### config.mk
export PLATFORM = sky130hd
export DESIGN_NAME = fm_ram_write_arbiter
export DESIGN_NICKNAME = d
export VERILOG_FILES = /design/src/rtl/fm_ram_write_arbiter_pkg.sv /design/src/rtl/fm_ram_write_arbiter_rr.sv /design/src/rtl/fm_ram_write_arbiter.sv
export SDC_FILE = /design/constraint.sdc
export NUM_CORES = 1
export LEC_CHECK = 0
export BUFFER_PORTS_ARGS = -buffer_cell sky130_fd_sc_hd__buf_4
export CAP_MARGIN = 15
export CORE_AREA = 2 2 172 174
export CTS_CLUSTER_SIZE = 14
export DETAILED_ROUTE_END_ITERATION = 8
export DIE_AREA = 0 0 174 176
export HOLD_SLACK_MARGIN = 0.1
export SYNTH_ARGS = -nofsm -noshare
export SYNTH_HDL_FRONTEND = slang
export SYNTH_SLANG_ARGS = --single-unit
### constraint.sdc
create_clock -name i_clk -period 3.7 [get_ports i_clk]
set_input_delay 0.555 -clock i_clk [delete_from_list [all_inputs] [get_ports i_clk]]
set_output_delay 0.555 -clock i_clk [all_outputs]
set_load 0.01 [all_outputs]
### src/rtl/fm_ram_write_arbiter_pkg.sv
// Shared definitions for the feature-map RAM write arbiter: default geometry,
// watchdog limit and the 3-bit FSM state encoding.
package fm_ram_write_arbiter_pkg;

  localparam int DATA_WIDTH_DEF       = 16;
  localparam int PARA_Y_DEF           = 3;
  localparam int PARA_KERNEL_DEF      = 3;
  localparam int WRITE_ADDR_WIDTH_DEF = 12;
  localparam int TIMEOUT_CYCLES_DEF   = 64;

  localparam logic [2:0] ST_IDLE    = 3'd0;
  localparam logic [2:0] ST_ZERO    = 3'd1;
  localparam logic [2:0] ST_PARA    = 3'd2;
  localparam logic [2:0] ST_WORD    = 3'd3;
  localparam logic [2:0] ST_RELEASE = 3'd4;

  typedef enum logic [2:0] {
    S_IDLE    = ST_IDLE,
    S_ZERO    = ST_ZERO,
    S_PARA    = ST_PARA,
    S_WORD    = ST_WORD,
    S_RELEASE = ST_RELEASE
  } wr_state_t;

endpackage

### src/rtl/fm_ram_write_arbiter_rr.sv
// fm_rr_arbiter_2: two-way round-robin grant. Grants are combinational; the
// pointer flips to the other port whenever a grant is taken.
module fm_rr_arbiter_2 (
  input  logic i_clk,
  input  logic i_rst,
  input  logic i_en,
  input  logic i_req_a,
  input  logic i_req_b,
  output logic o_grant_a,
  output logic o_grant_b
);

  logic r_ptr_b;

  always_comb begin
    o_grant_a = 1'b0;
    o_grant_b = 1'b0;
    if (i_en) begin
      if (i_req_a && (!i_req_b || !r_ptr_b)) begin
        o_grant_a = 1'b1;
      end else if (i_req_b) begin
        o_grant_b = 1'b1;
      end
    end
  end

  // A grant only exists when its request is high, so a grant is an accept.
  always_ff @(posedge i_clk) begin
    if (i_rst) begin
      r_ptr_b <= 1'b0;
    end else if (o_grant_a) begin
      r_ptr_b <= 1'b1;
    end else if (o_grant_b) begin
      r_ptr_b <= 1'b0;
    end
  end

endmodule

### src/rtl/fm_ram_write_arbiter.sv
// Write-side controller for the float16 feature-map RAM: arbitrates para/word
// writers, owns ram_swap and the zero-clear. Option: FM_WRITE_TIMEOUT_EN.
module fm_ram_write_arbiter
  import fm_ram_write_arbiter_pkg::*;
#(
  parameter int DATA_WIDTH       = DATA_WIDTH_DEF,
  parameter int PARA_Y           = PARA_Y_DEF,
  parameter int PARA_KERNEL      = PARA_KERNEL_DEF,
  parameter int WRITE_ADDR_WIDTH = WRITE_ADDR_WIDTH_DEF
`ifdef FM_WRITE_TIMEOUT_EN
  , parameter int TIMEOUT_CYCLES = TIMEOUT_CYCLES_DEF
`endif
) (
  input  logic                                      i_clk,
  input  logic                                      i_rst,
  input  logic                                      i_zero_req,
  input  logic                                      i_layer_done,
  input  logic                                      i_a_valid,
  output logic                                      o_a_ready,
  input  logic                                      i_a_add,
  input  logic [WRITE_ADDR_WIDTH-1:0]               i_a_addr,
  input  logic [PARA_Y*PARA_KERNEL*DATA_WIDTH-1:0]  i_a_data,
  input  logic                                      i_b_valid,
  output logic                                      o_b_ready,
  input  logic                                      i_b_add,
  input  logic [WRITE_ADDR_WIDTH-1:0]               i_b_addr,
  input  logic [PARA_Y*DATA_WIDTH-1:0]              i_b_data,
  input  logic                                      i_write_ready,
  output logic                                      o_ena_zero_w,
  output logic                                      o_ram_swap,
  output logic                                      o_ena_w,
  output logic                                      o_ena_para_w,
  output logic                                      o_ena_add_write,
  output logic [WRITE_ADDR_WIDTH-1:0]               o_addr_write,
  output logic [PARA_Y*DATA_WIDTH-1:0]              o_din,
  output logic [WRITE_ADDR_WIDTH-1:0]               o_addr_para_write,
  output logic [PARA_Y*PARA_KERNEL*DATA_WIDTH-1:0]  o_para_din,
`ifdef FM_WRITE_TIMEOUT_EN
  output logic                                      o_timeout_err,
`endif
  output logic                                      o_busy
);

  wr_state_t                                r_state;
  logic                                     r_swap_pend, r_zero_pend, r_ram_swap;
  logic                                     r_ena_zero_w, r_ena_w, r_ena_para_w, r_ena_add;
  logic [WRITE_ADDR_WIDTH-1:0]              r_addr_write, r_addr_para_write;
  logic [PARA_Y*DATA_WIDTH-1:0]             r_din;
  logic [PARA_Y*PARA_KERNEL*DATA_WIDTH-1:0] r_para_din;
  logic                                     w_arb_en, w_grant_a, w_grant_b;

`ifdef FM_WRITE_TIMEOUT_EN
  localparam int TW = $clog2(TIMEOUT_CYCLES + 1);
  logic [TW-1:0] r_wait_cnt;
  logic          r_timeout_err;
  assign o_timeout_err = r_timeout_err;
`endif

  // Pending housekeeping blocks new grants so swap/clear are never starved.
  assign w_arb_en = (r_state == S_IDLE) && !r_swap_pend && !r_zero_pend;

  fm_rr_arbiter_2 u_rr (
    .i_clk     (i_clk),
    .i_rst     (i_rst),
    .i_en      (w_arb_en),
    .i_req_a   (i_a_valid),
    .i_req_b   (i_b_valid),
    .o_grant_a (w_grant_a),
    .o_grant_b (w_grant_b)
  );

  always_ff @(posedge i_clk) begin
    if (i_rst) begin
      r_state           <= S_IDLE;
      r_swap_pend       <= 1'b0;
      r_zero_pend       <= 1'b0;
      r_ram_swap        <= 1'b0;
      r_ena_zero_w      <= 1'b0;
      r_ena_w           <= 1'b0;
      r_ena_para_w      <= 1'b0;
      r_ena_add         <= 1'b0;
      r_addr_write      <= '0;
      r_addr_para_write <= '0;
      r_din             <= '0;
      r_para_din        <= '0;
`ifdef FM_WRITE_TIMEOUT_EN
      r_wait_cnt        <= '0;
      r_timeout_err     <= 1'b0;
`endif
    end else begin
      case (r_state)
        S_IDLE: begin
          if (r_swap_pend) begin
            r_ram_swap  <= ~r_ram_swap;
            r_swap_pend <= 1'b0;
          end else if (r_zero_pend) begin
            r_zero_pend  <= 1'b0;
            r_ena_zero_w <= 1'b1;
            r_state      <= S_ZERO;
          end else if (w_grant_a) begin
            r_addr_para_write <= i_a_addr;
            r_para_din        <= i_a_data;
            r_ena_add         <= i_a_add;
            r_ena_para_w      <= 1'b1;
            r_state           <= S_PARA;
`ifdef FM_WRITE_TIMEOUT_EN
            r_wait_cnt        <= '0;
`endif
          end else if (w_grant_b) begin
            r_addr_write <= i_b_addr;
            r_din        <= i_b_data;
            r_ena_add    <= i_b_add;
            r_ena_w      <= 1'b1;
            r_state      <= S_WORD;
`ifdef FM_WRITE_TIMEOUT_EN
            r_wait_cnt   <= '0;
`endif
          end
        end
        S_ZERO: begin
          r_ena_zero_w <= 1'b0;
          r_state      <= S_IDLE;
        end
        S_PARA, S_WORD: begin
          // Overwriting word writes complete in one cycle; all others wait.
          if ((r_state == S_WORD && !r_ena_add) || i_write_ready) begin
            r_ena_w      <= 1'b0;
            r_ena_para_w <= 1'b0;
            r_ena_add    <= 1'b0;
            r_state      <= r_ena_add || (r_state == S_PARA) ? S_RELEASE : S_IDLE;
`ifdef FM_WRITE_TIMEOUT_EN
          end else if (r_wait_cnt == TW'(TIMEOUT_CYCLES - 1)) begin
            r_timeout_err <= 1'b1;
            r_ena_w       <= 1'b0;
            r_ena_para_w  <= 1'b0;
            r_ena_add     <= 1'b0;
            r_state       <= S_RELEASE;
          end else begin
            r_wait_cnt <= r_wait_cnt + 1'b1;
`endif
          end
        end
        default: r_state <= S_IDLE;
      endcase
      // Placed after the service above so a pulse in the service cycle survives.
      if (i_layer_done) r_swap_pend <= 1'b1;
      if (i_zero_req)   r_zero_pend <= 1'b1;
    end
  end

  assign o_a_ready         = w_grant_a;
  assign o_b_ready         = w_grant_b;
  assign o_ena_zero_w      = r_ena_zero_w;
  assign o_ram_swap        = r_ram_swap;
  assign o_ena_w           = r_ena_w;
  assign o_ena_para_w      = r_ena_para_w;
  assign o_ena_add_write   = r_ena_add;
  assign o_addr_write      = r_addr_write;
  assign o_din             = r_din;
  assign o_addr_para_write = r_addr_para_write;
  assign o_para_din        = r_para_din;
  assign o_busy            = (r_state != S_IDLE) || r_swap_pend || r_zero_pend;

endmodule

Word-level counts from Yosys, hierarchy flattened
Index checks and enable logic that the tools add are counted.

storage, ports and cells
  register bits = 227
  bits in latches = 0
  memory bits (writable) = 0
  memory bits (read-only) = 0
  input port bits = 225
  output and inout port bits = 224
  word-level logic and storage cells = 98
  memories = 0

operators by class
  add/sub/neg operators = 0
  $mul = 0
  divide/modulo/power cells = 0
  magnitude comparators = 0
  equal/unequal tests = 13
  shifts and indexed selects = 0
  multiplexer cells = 37
  bitwise gates (word level) = 4
  reduce and logical (&&, ||, !) cells = 31

operators with widths
  cell                  number
  $mux W1               26
  $mux W3               6
  $ne A2 B2 Y1 const B  8
  $reduce_and A5 Y1     3
  $reduce_bool A2 Y1    5
  $pmux W1 S2           4
  $eq A3 B2 Y1 const B  2
  $pmux W3 S2           1
  $reduce_and A3 Y1     2
  $reduce_and A6 Y1     1
  $logic_not A1 Y1      5
  $logic_or A1 B1 Y1    5
  $logic_and A1 B1 Y1   4
  $ne A4 B4 Y1 const B  1
  $not A1 Y1            4
  $reduce_and A2 Y1     2
  $reduce_and A4 Y1     1
  $eq A3 B1 Y1 const B  1
  $logic_not A3 Y1      1
  $ne A3 B3 Y1 const B  1
  $reduce_bool A3 Y1    1
  $reduce_or A2 Y1      1

Logic depth before layout (Yosys ltp)
Gate-level depths: netlist (run 1).

  word-level depth = 10
  depth in mapped cells = 9
  depth with buffers taken out = 7

Cells and area by module
Synthesis (run 1) repeated with hierarchy kept, for this count alone.

second synthesis, totals
  cell total of the unflattened synthesis = 1,004
  area total of the unflattened synthesis = 10,254.8 um^2

by module, submodules not included
  module                instances  cells an instance  area an instance (um^2)  sequential area each (um^2)
  fm_ram_write_arbiter  1          996                10,199.8                 4,524.3
  fm_rr_arbiter_2       1          8                  55.1                     20.0

Worst setup path before layout (run 1)
OpenSTA, ideal clock, no wires.

  path type = reg2out
  start point = register r_state[2]
  end point = output o_b_ready
  arrival = 1.492 ns
  required time = 3.145 ns
  slack = 1.653 ns
  stages on the path, launching flop included = 6
  path buffers = 2
  cells stage by stage = dfxtp_1 buf_2 nor4_1 nand4_1 inv_2 buf_1

on the way
  longest elaborated chain between the ends = 4

ends and longest elaborated chain
  element                           RTL line                       source
  from (decl)                       fm_ram_write_arbiter.sv:44     wr_state_t r_state;
  from (signal assigned)            fm_ram_write_arbiter.sv:130    r_state <= r_ena_add || (r_state == S_PARA) ? S_RELEASE : S_IDLE;
  $logic_not A3 Y1                  fm_ram_write_arbiter.sv:60     assign w_arb_en = (r_state == S_IDLE) && !r_swap_pend && !r_zero_pend;
  $logic_and A1 B1 Y1 (2 in a row)  fm_ram_write_arbiter.sv:60
  $mux W1                           fm_ram_write_arbiter_rr.sv:18  if (i_en) begin
  to (decl)                         fm_ram_write_arbiter.sv:24     output logic o_b_ready,

Every way passes these cells.

Final worst setup path (run 1)
  start point = register r_state[2]
  end point = output o_a_ready

on the way
  longest elaborated chain between the ends = 4

ends and longest elaborated chain
  element                           RTL line                       source
  $logic_not A3 Y1                  fm_ram_write_arbiter.sv:60
  $logic_and A1 B1 Y1 (2 in a row)  fm_ram_write_arbiter.sv:60
  $mux W1                           fm_ram_write_arbiter_rr.sv:18
  to (decl)                         fm_ram_write_arbiter.sv:19     output logic o_a_ready,

Every way passes these cells.

==> flow_metrics.py, run 1 <==
metrics = {
    "pwr": {
        "power_mw": 6.71,
        "clkPwrFrac_pct": 37.4,
        "comb_power_share_pct": 20.7,
        "p_leak_nw": 5.35,
        "power_density_nw_per_um2": 542,
        "vdd_drop_max_v": 0.000335,
        "power.share.switching_pct": 28.1,
        "p_sw_mw": 1.89,
        "power_frac_seq_pct": 41.9,
        "internal_power_mw": 4.82,
    },
    "layout": {
        "layout_commonest_cell": "buf_4",
        "multi_input_area_um2": 3010,
        "fin_nets": 1641,
        "register_area_um2": 4540,
        "area_delta_synth_final_pct": 57.2,
        "layout-drive-gt1-share_pct": 35.2,
        "post-route-util_pct": 43.4,
        "design_area_um2": 12400,
        "fill_cells": 2954,
        "most-common-layout-cells": "454 x buf_4, 437 x nand2_1, 227 x dfxtp_1",
        "n_antenna_cell": 0,
    },
    "worst_setup_path": {
        "crit_chain": "or4_4 -> nor2_4 -> nand3_4 -> inv_4 -> buf_4",
        "cp.depth": 5,
        "slowest_stage": "or4_4",
        "reg2reg_depth": 7,
        "slowest_delay_ns": 0.57,
        "cp.required_ns": 3.14,
        "path_delay_family": "simple AND/OR/NAND/NOR gates",
        "crit_buf_inv": 2,
        "criticalPathCategory": "reg -> out",
        "crit_arrival_ns": 2.23,
        "path_max_fanout": 32,
        "critPathCaptureType": "primary output",
        "cp-start-kind": "flop",
    },
    "drt": {
        "drt_iter0_drc": 432,
        "ant_nets": 0,
        "via_per_inst": 4.42,
        "vias": 8035,
        "drt_drc_violations_left": 0,
        "drt-pass1-iter-count": 4,
        "routedWlPerCell_um": 15.1,
        "wl_mm": 27.5,
    },
    "cts": {
        "cts-hold-fix-buffers": 0,
        "clk_pin_slew_ns": 0.06,
        "cts-htree-levels": 1,
        "clock-sinks": 227,
        "ctsResizeCount": 0,
        "cts_buffer_depth": 3,
        "post_cts_buffers": 0,
        "numCtsBuffers": 26,
        "clk_latency_ns": 0.52,
        "cts_tree": "yes",
        "root_buffer": "clkbuf_16",
    },
    "sta": {
        "hold_ws_ns": 0.261,
        "min_period_over_period_pct": 75.3,
        "fmax_mhz": 359,
        "worst_pin_slew_ns": 0.777,
        "hold_viol": 0,
        "slew_headroom_pct": 48.2,
        "rsz0062_at_grt": "false",
        "setup_tns_ns": 0,
        "finalMaxSlewViolations": 0,
        "clock-skew-final_ns": 0.00946,
        "fin_crit_ns": 2.79,
        "setup_viol": 0,
    },
    "grt": {
        "gr-total-overflow": 0,
        "first_global_vias": 7819,
        "antenna_found_initial": 0,
        "grt_start_max_net_pins": 159,
        "grt_usage_pct": 16.9,
        "grt_pass1_wl_mm": 42.1,
    },
    "floorplan": {
        "core_um2": 28500,
        "die_area_um2": 30600,
        "io_pins": 449,
        "die_w_um": 174,
        "rows": 62,
        "die_height_um": 176,
        "initial_core_util_pct": 27.6,
    },
    "place": {
        "dpl-instance-area_um2": 11500,
        "port_buffers": 448,
        "place_congestion": 0.806,
        "dp_hpwl_mm": 19.2,
    },
    "logic_synthesis": {
        "synth_cell_types": 30,
        "synth_fp_nets": 1228,
        "synth_cells": 1003,
        "syn_area_per_cell_um2": 7.85,
        "ys_seq_area_share_pct": 57.7,
        "yosys_warnings": 0,
        "ys_seq_elements": 227,
        "synth_area_um2": 7880,
    },
    "run_status": {
        "status": "finished clean",
    },
    "min_path": {
        "min_delay_path_depth": 3,
        "min_path_type": "in -> reg",
    },
    "run": {
        "maxCapViolations": 0,
    },
}
## area by class of cell
cell class	count	area share (%)
Clock buffer	42	6.64
Tap cell	384	3.88
Timing Repair Buffer	458	28.1
Clock inverter	4	0.182
Multi-Input combinational cell	697	24.3
Inverter	6	0.202
Sequential cell	227	36.7
## stage by stage
step           worst slack, ns  std cells
2_1_floorplan             1.65       1003
3_3_place_gp              1.46       1772
3_5_place_dp              1.44       1772
4_1_cts                  0.857       1818
5_1_grt                  0.790       1818
6_report                 0.915       1818
## sequential cells by signal, indices dropped and copies added, names as in the netlist
register,flops
o_addr_write,12
u_rr.r_ptr_b,1
r_state,3
o_din,48
o_ena_add_write,1
o_addr_para_write,12
o_ena_w,1
o_para_din,144
o_ena_para_w,1
r_swap_pend,1
o_ena_zero_w,1
o_ram_swap,1
r_zero_pend,1
## power groups by stage
stage / Sequential (mW) / Clock [mW] / Combinational, mW
after detailed placement: 2.87 / 0 / 1.41
after global placement: 2.86 / 0 / 1.40
after global routing: 2.84 / 2.70 / 1.53
after CTS: 2.81 / 2.60 / 1.41
after floorplan: 2.95 / 0 / 0.590
final: 2.81 / 2.51 / 1.39
## Yosys cell counts
library cell,number,share of area [%]
a2111oi_0,1,0.11
a2111oi_2,1,0.19
a211oi_1,2,0.19
a21oi_1,220,14
a31o_1,1,0.11
a31oi_1,1,0.079
a32o_1,1,0.13
buf_1,6,0.29
buf_2,17,1.1
buf_4,1,0.095
clkbuf_1,49,2.3
clkinv_2,1,0.063
dfxtp_1,227,58
inv_1,4,0.19
inv_2,1,0.048
mux2i_1,1,0.13
nand2_1,437,21
nand2b_1,3,0.24
nand3_4,1,0.22
nand4_1,1,0.079
nor2_1,11,0.52
nor2_4,1,0.14
nor2b_1,2,0.16
nor3_1,6,0.38
nor4_1,2,0.16
o2111ai_1,1,0.11
o21ai_0,1,0.063
o21ba_2,1,0.13
or4_4,1,0.14
xor2_1,1,0.11
## worst min-delay path, stage by stage
cell	delay, ns
buf_4	0.09
a21oi_1	0.03
nor2_1	0.07
## per-layer routing
metal	vias up	share of wire (%)	global-route usage, %
met5	-	0	0
met4	0	3.0	5.74
met3	53	7.3	4.48
met2	258	50	29.8
met1	3677	40	19.8
li1	4047	-	-
## worst paths after layout
| check | from | endpoint | slack [ns] |
|---|---|---|---|
| max | r_state[2] | o_a_ready | 0.91 |
| min reg2reg | o_addr_para_write[8] | o_addr_para_write[8] | 0.45 |
| min | i_zero_req | r_zero_pend | 0.26 |
| max reg2reg | r_state[2] | o_para_din[105] | 1.45 |
## logic make-up (layout without fill, tap and decap cells)
logic type	after synthesis	in the layout	share of synthesized area (%)
muxes	1	1	0.127
xor gates and xnor gates	1	1	0.111
AOI/OAI and AO/OA	230	230	15.1
buffers and inverters	79	510	4.10
and+or+nand+nor	465	465	22.9
DFF	227	227	57.7
Note: power is estimated with default switching activity, not from simulation.
==> run 2, diff against run 1 <==
--- a/config.mk
+++ b/config.mk
@@ -7,10 +7,10 @@
 export LEC_CHECK = 0
 export BUFFER_PORTS_ARGS = -buffer_cell sky130_fd_sc_hd__buf_4
 export CAP_MARGIN = 15
-export CORE_AREA = 2 2 172 174
+export CORE_AREA = 2 2 173 175
 export CTS_CLUSTER_SIZE = 14
 export DETAILED_ROUTE_END_ITERATION = 8
-export DIE_AREA = 0 0 174 176
+export DIE_AREA = 0 0 175 177
 export HOLD_SLACK_MARGIN = 0.1
 export SYNTH_ARGS = -nofsm -noshare
 export SYNTH_HDL_FRONTEND = slang
==> constraint.sdc (replaced) <==
create_clock -name i_clk -period 2.72 [get_ports i_clk]
set_input_delay 0.408 -clock i_clk [delete_from_list [all_inputs] [get_ports i_clk]]
set_output_delay 0.408 -clock i_clk [all_outputs]
set_load 0.01 [all_outputs]
==> run 2 against run 1 <==
Against the previous run:
- clock skew decreased by 0.0035 ns
- cell count increased by 0.72%
- sequential share of layout area decreased by 0.29 points
- clock-buffer cell count decreased by 5
- total power increased by 36%
- clock power increased by 34%
- via count about the same
- highest routed layer unchanged
==> flow_metrics.py, run 2 (same netlist as run 1, synthesis figures left out) <==
metrics = {
    "floorplan": {
        "io_pins": 449,
        "initial_core_util_pct": 26.9,
        "die_height_um": 177,
        "core_um2": 29200,
        "die_area_um2": 31000,
        "rows": 63,
        "die_w_um": 175,
    },
    "run_status": {
        "status": "finished clean",
    },
    "cts": {
        "clock-sinks": 227,
        "numCtsBuffers": 26,
        "cts-htree-levels": 1,
        "root_buffer": "clkbuf_16",
        "cts_buffer_depth": 3,
        "cts_tree": "yes",
        "clk_pin_slew_ns": 0.06,
        "clk_latency_ns": 0.52,
    },
    "drt": {
        "routedWlPerCell_um": 15.0,
        "drt-pass1-iter-count": 4,
        "drt_drc_violations_left": 0,
        "wl_mm": 27.5,
        "ant_nets": 0,
        "via_per_inst": 4.39,
        "drt_iter0_drc": 458,
        "vias": 8038,
    },
    "worst_setup_path": {
        "slowest_stage": "or4_4",
        "crit_chain": "or4_4 -> nor2_4 -> nand3_4 -> inv_6 -> buf_4",
        "path_max_fanout": 26,
        "slowest_delay_ns": 0.57,
        "crit_arrival_ns": 2.13,
        "cp.required_ns": 2.31,
        "critPathCaptureType": "primary output",
        "criticalPathCategory": "reg -> out",
        "cp-start-kind": "flop",
        "path_delay_family": "simple AND/OR/NAND/NOR gates",
        "crit_buf_inv": 2,
    },
    "place": {
        "dp_hpwl_mm": 19.1,
        "dpl-instance-area_um2": 11600,
        "port_buffers": 448,
        "place_congestion": 0.824,
    },
    "run": {
        "maxCapViolations": 0,
    },
    "sta": {
        "finalMaxSlewViolations": 0,
        "slew_headroom_pct": 38.4,
        "worst_pin_slew_ns": 0.924,
        "setup_viol": 0,
        "hold_viol": 0,
        "fmax_mhz": 394,
        "rsz0062_at_grt": "false",
        "hold_ws_ns": 0.125,
        "fin_crit_ns": 2.54,
        "clock-skew-final_ns": 0.00593,
        "setup_tns_ns": 0,
        "min_period_over_period_pct": 93.2,
    },
    "min_path": {
        "min_path_type": "in -> reg",
    },
    "layout": {
        "layout-drive-gt1-share_pct": 35.3,
        "most-common-layout-cells": "454 x buf_4, 437 x nand2_1, 227 x dfxtp_1",
        "largest_reg_flops": 144,
        "register_area_um2": 4540,
        "n_antenna_cell": 0,
        "layout_commonest_cell": "buf_4",
        "area_delta_synth_final_pct": 58.5,
        "multi_input_area_um2": 3010,
        "design_area_um2": 12500,
        "fin_nets": 1649,
        "fill_cells": 2950,
    },
    "pwr": {
        "power_density_nw_per_um2": 731,
        "power.share.switching_pct": 28.8,
        "comb_power_share_pct": 21.0,
        "power_frac_seq_pct": 42.0,
        "clkPwrFrac_pct": 36.9,
        "vdd_drop_max_v": 0.000450,
        "p_sw_mw": 2.63,
        "internal_power_mw": 6.50,
        "p_leak_nw": 5.39,
    },
    "grt": {
        "gr-total-overflow": 0,
        "antenna_found_initial": 0,
        "grt_usage_pct": 16.6,
        "grt_pass1_wl_mm": 41.7,
        "first_global_vias": 7638,
        "grt_start_max_net_pins": 159,
    },
}
==> run 2: changes by cell type in the layout (fill, tap and decap cells not counted), moves of 2 or more <==
| cell | previous run | this run |
|---|---|---|
| clkbuf_8 | 9 | 6 |
| inv_6 | 0 | 2 |
| dlygate4sd3_1 | 0 | 5 |
| buf_12 | 3 | 6 |
| clkbuf_1 | 6 | 4 |
| clkinv_2 | 3 | 6 |
==> run 2: cell type report <==
class | instances | share of cell area (%)
Timing Repair Buffer | 466 | 28.8
Clock inverter | 8 | 0.401
Inverter | 6 | 0.231
Tap cell | 390 | 3.91
Multi-Input combinational cell | 697 | 24.1
Sequential cell | 227 | 36.4
Clock buffer | 37 | 6.19
==> run 2: timing repair <==
item | in CTS | in global routing
gates resized for setup | 0 | 2
hold buffers | 5 | 0
buffers inserted | 0 | 0
endpoints found under the hold margin | 5 | 0
endpoints found under the setup margin | 0 | 2
==> run 2: final timing paths <==
path                                    start         endpoint  slack, ns  cells past startpoint
worst max-delay path               r_state[2]        o_a_ready       0.18                      5
worst min-delay path            i_a_data[110]  o_para_din[110]       0.13                      3
worst max register to register     r_state[2]   o_para_din[93]       0.54                      6
worst min register to register      o_din[10]        o_din[10]       0.45                      2
==> run 2: power groups by stage <==
stage	Sequential (mW)	Clock [mW]	Combinational, mW
after floorplan	4.02	0	0.803
after global placement	3.89	0	1.92
after detailed placement	3.91	0	1.93
after CTS	3.84	3.48	1.94
after global routing	3.88	3.61	2.11
final	3.84	3.37	1.92
==> run 2: layer usage <==
layer	global-route usage, %	share of wire, %	vias to the layer above
met5	0	0	-
met4	5.73	3.4	0
met3	3.95	6.6	50
met2	28.0	48	265
met1	20.6	42	3657
li1	-	-	4066
==> run 2: through the flow <==
stage / total power, mW / utilization, % / std cells / setup WS [ns]
after floorplan: 4.82 / - / 1003 / 0.820
after global placement: 5.81 / 39.7 / 1781 / 0.613
after detailed placement: 5.84 / 39.7 / 1781 / 0.564
after CTS: 9.26 / 42.7 / 1831 / 0.0647
after global routing: 9.60 / 42.7 / 1831 / 0.0135
final: 9.13 / 42.7 / 1831 / 0.185
==> run 2: tightest hold or removal path: stages <==
cell and delay (ns):
buf_4 0.11, nand2_1 0.04, a21oi_1 0.05
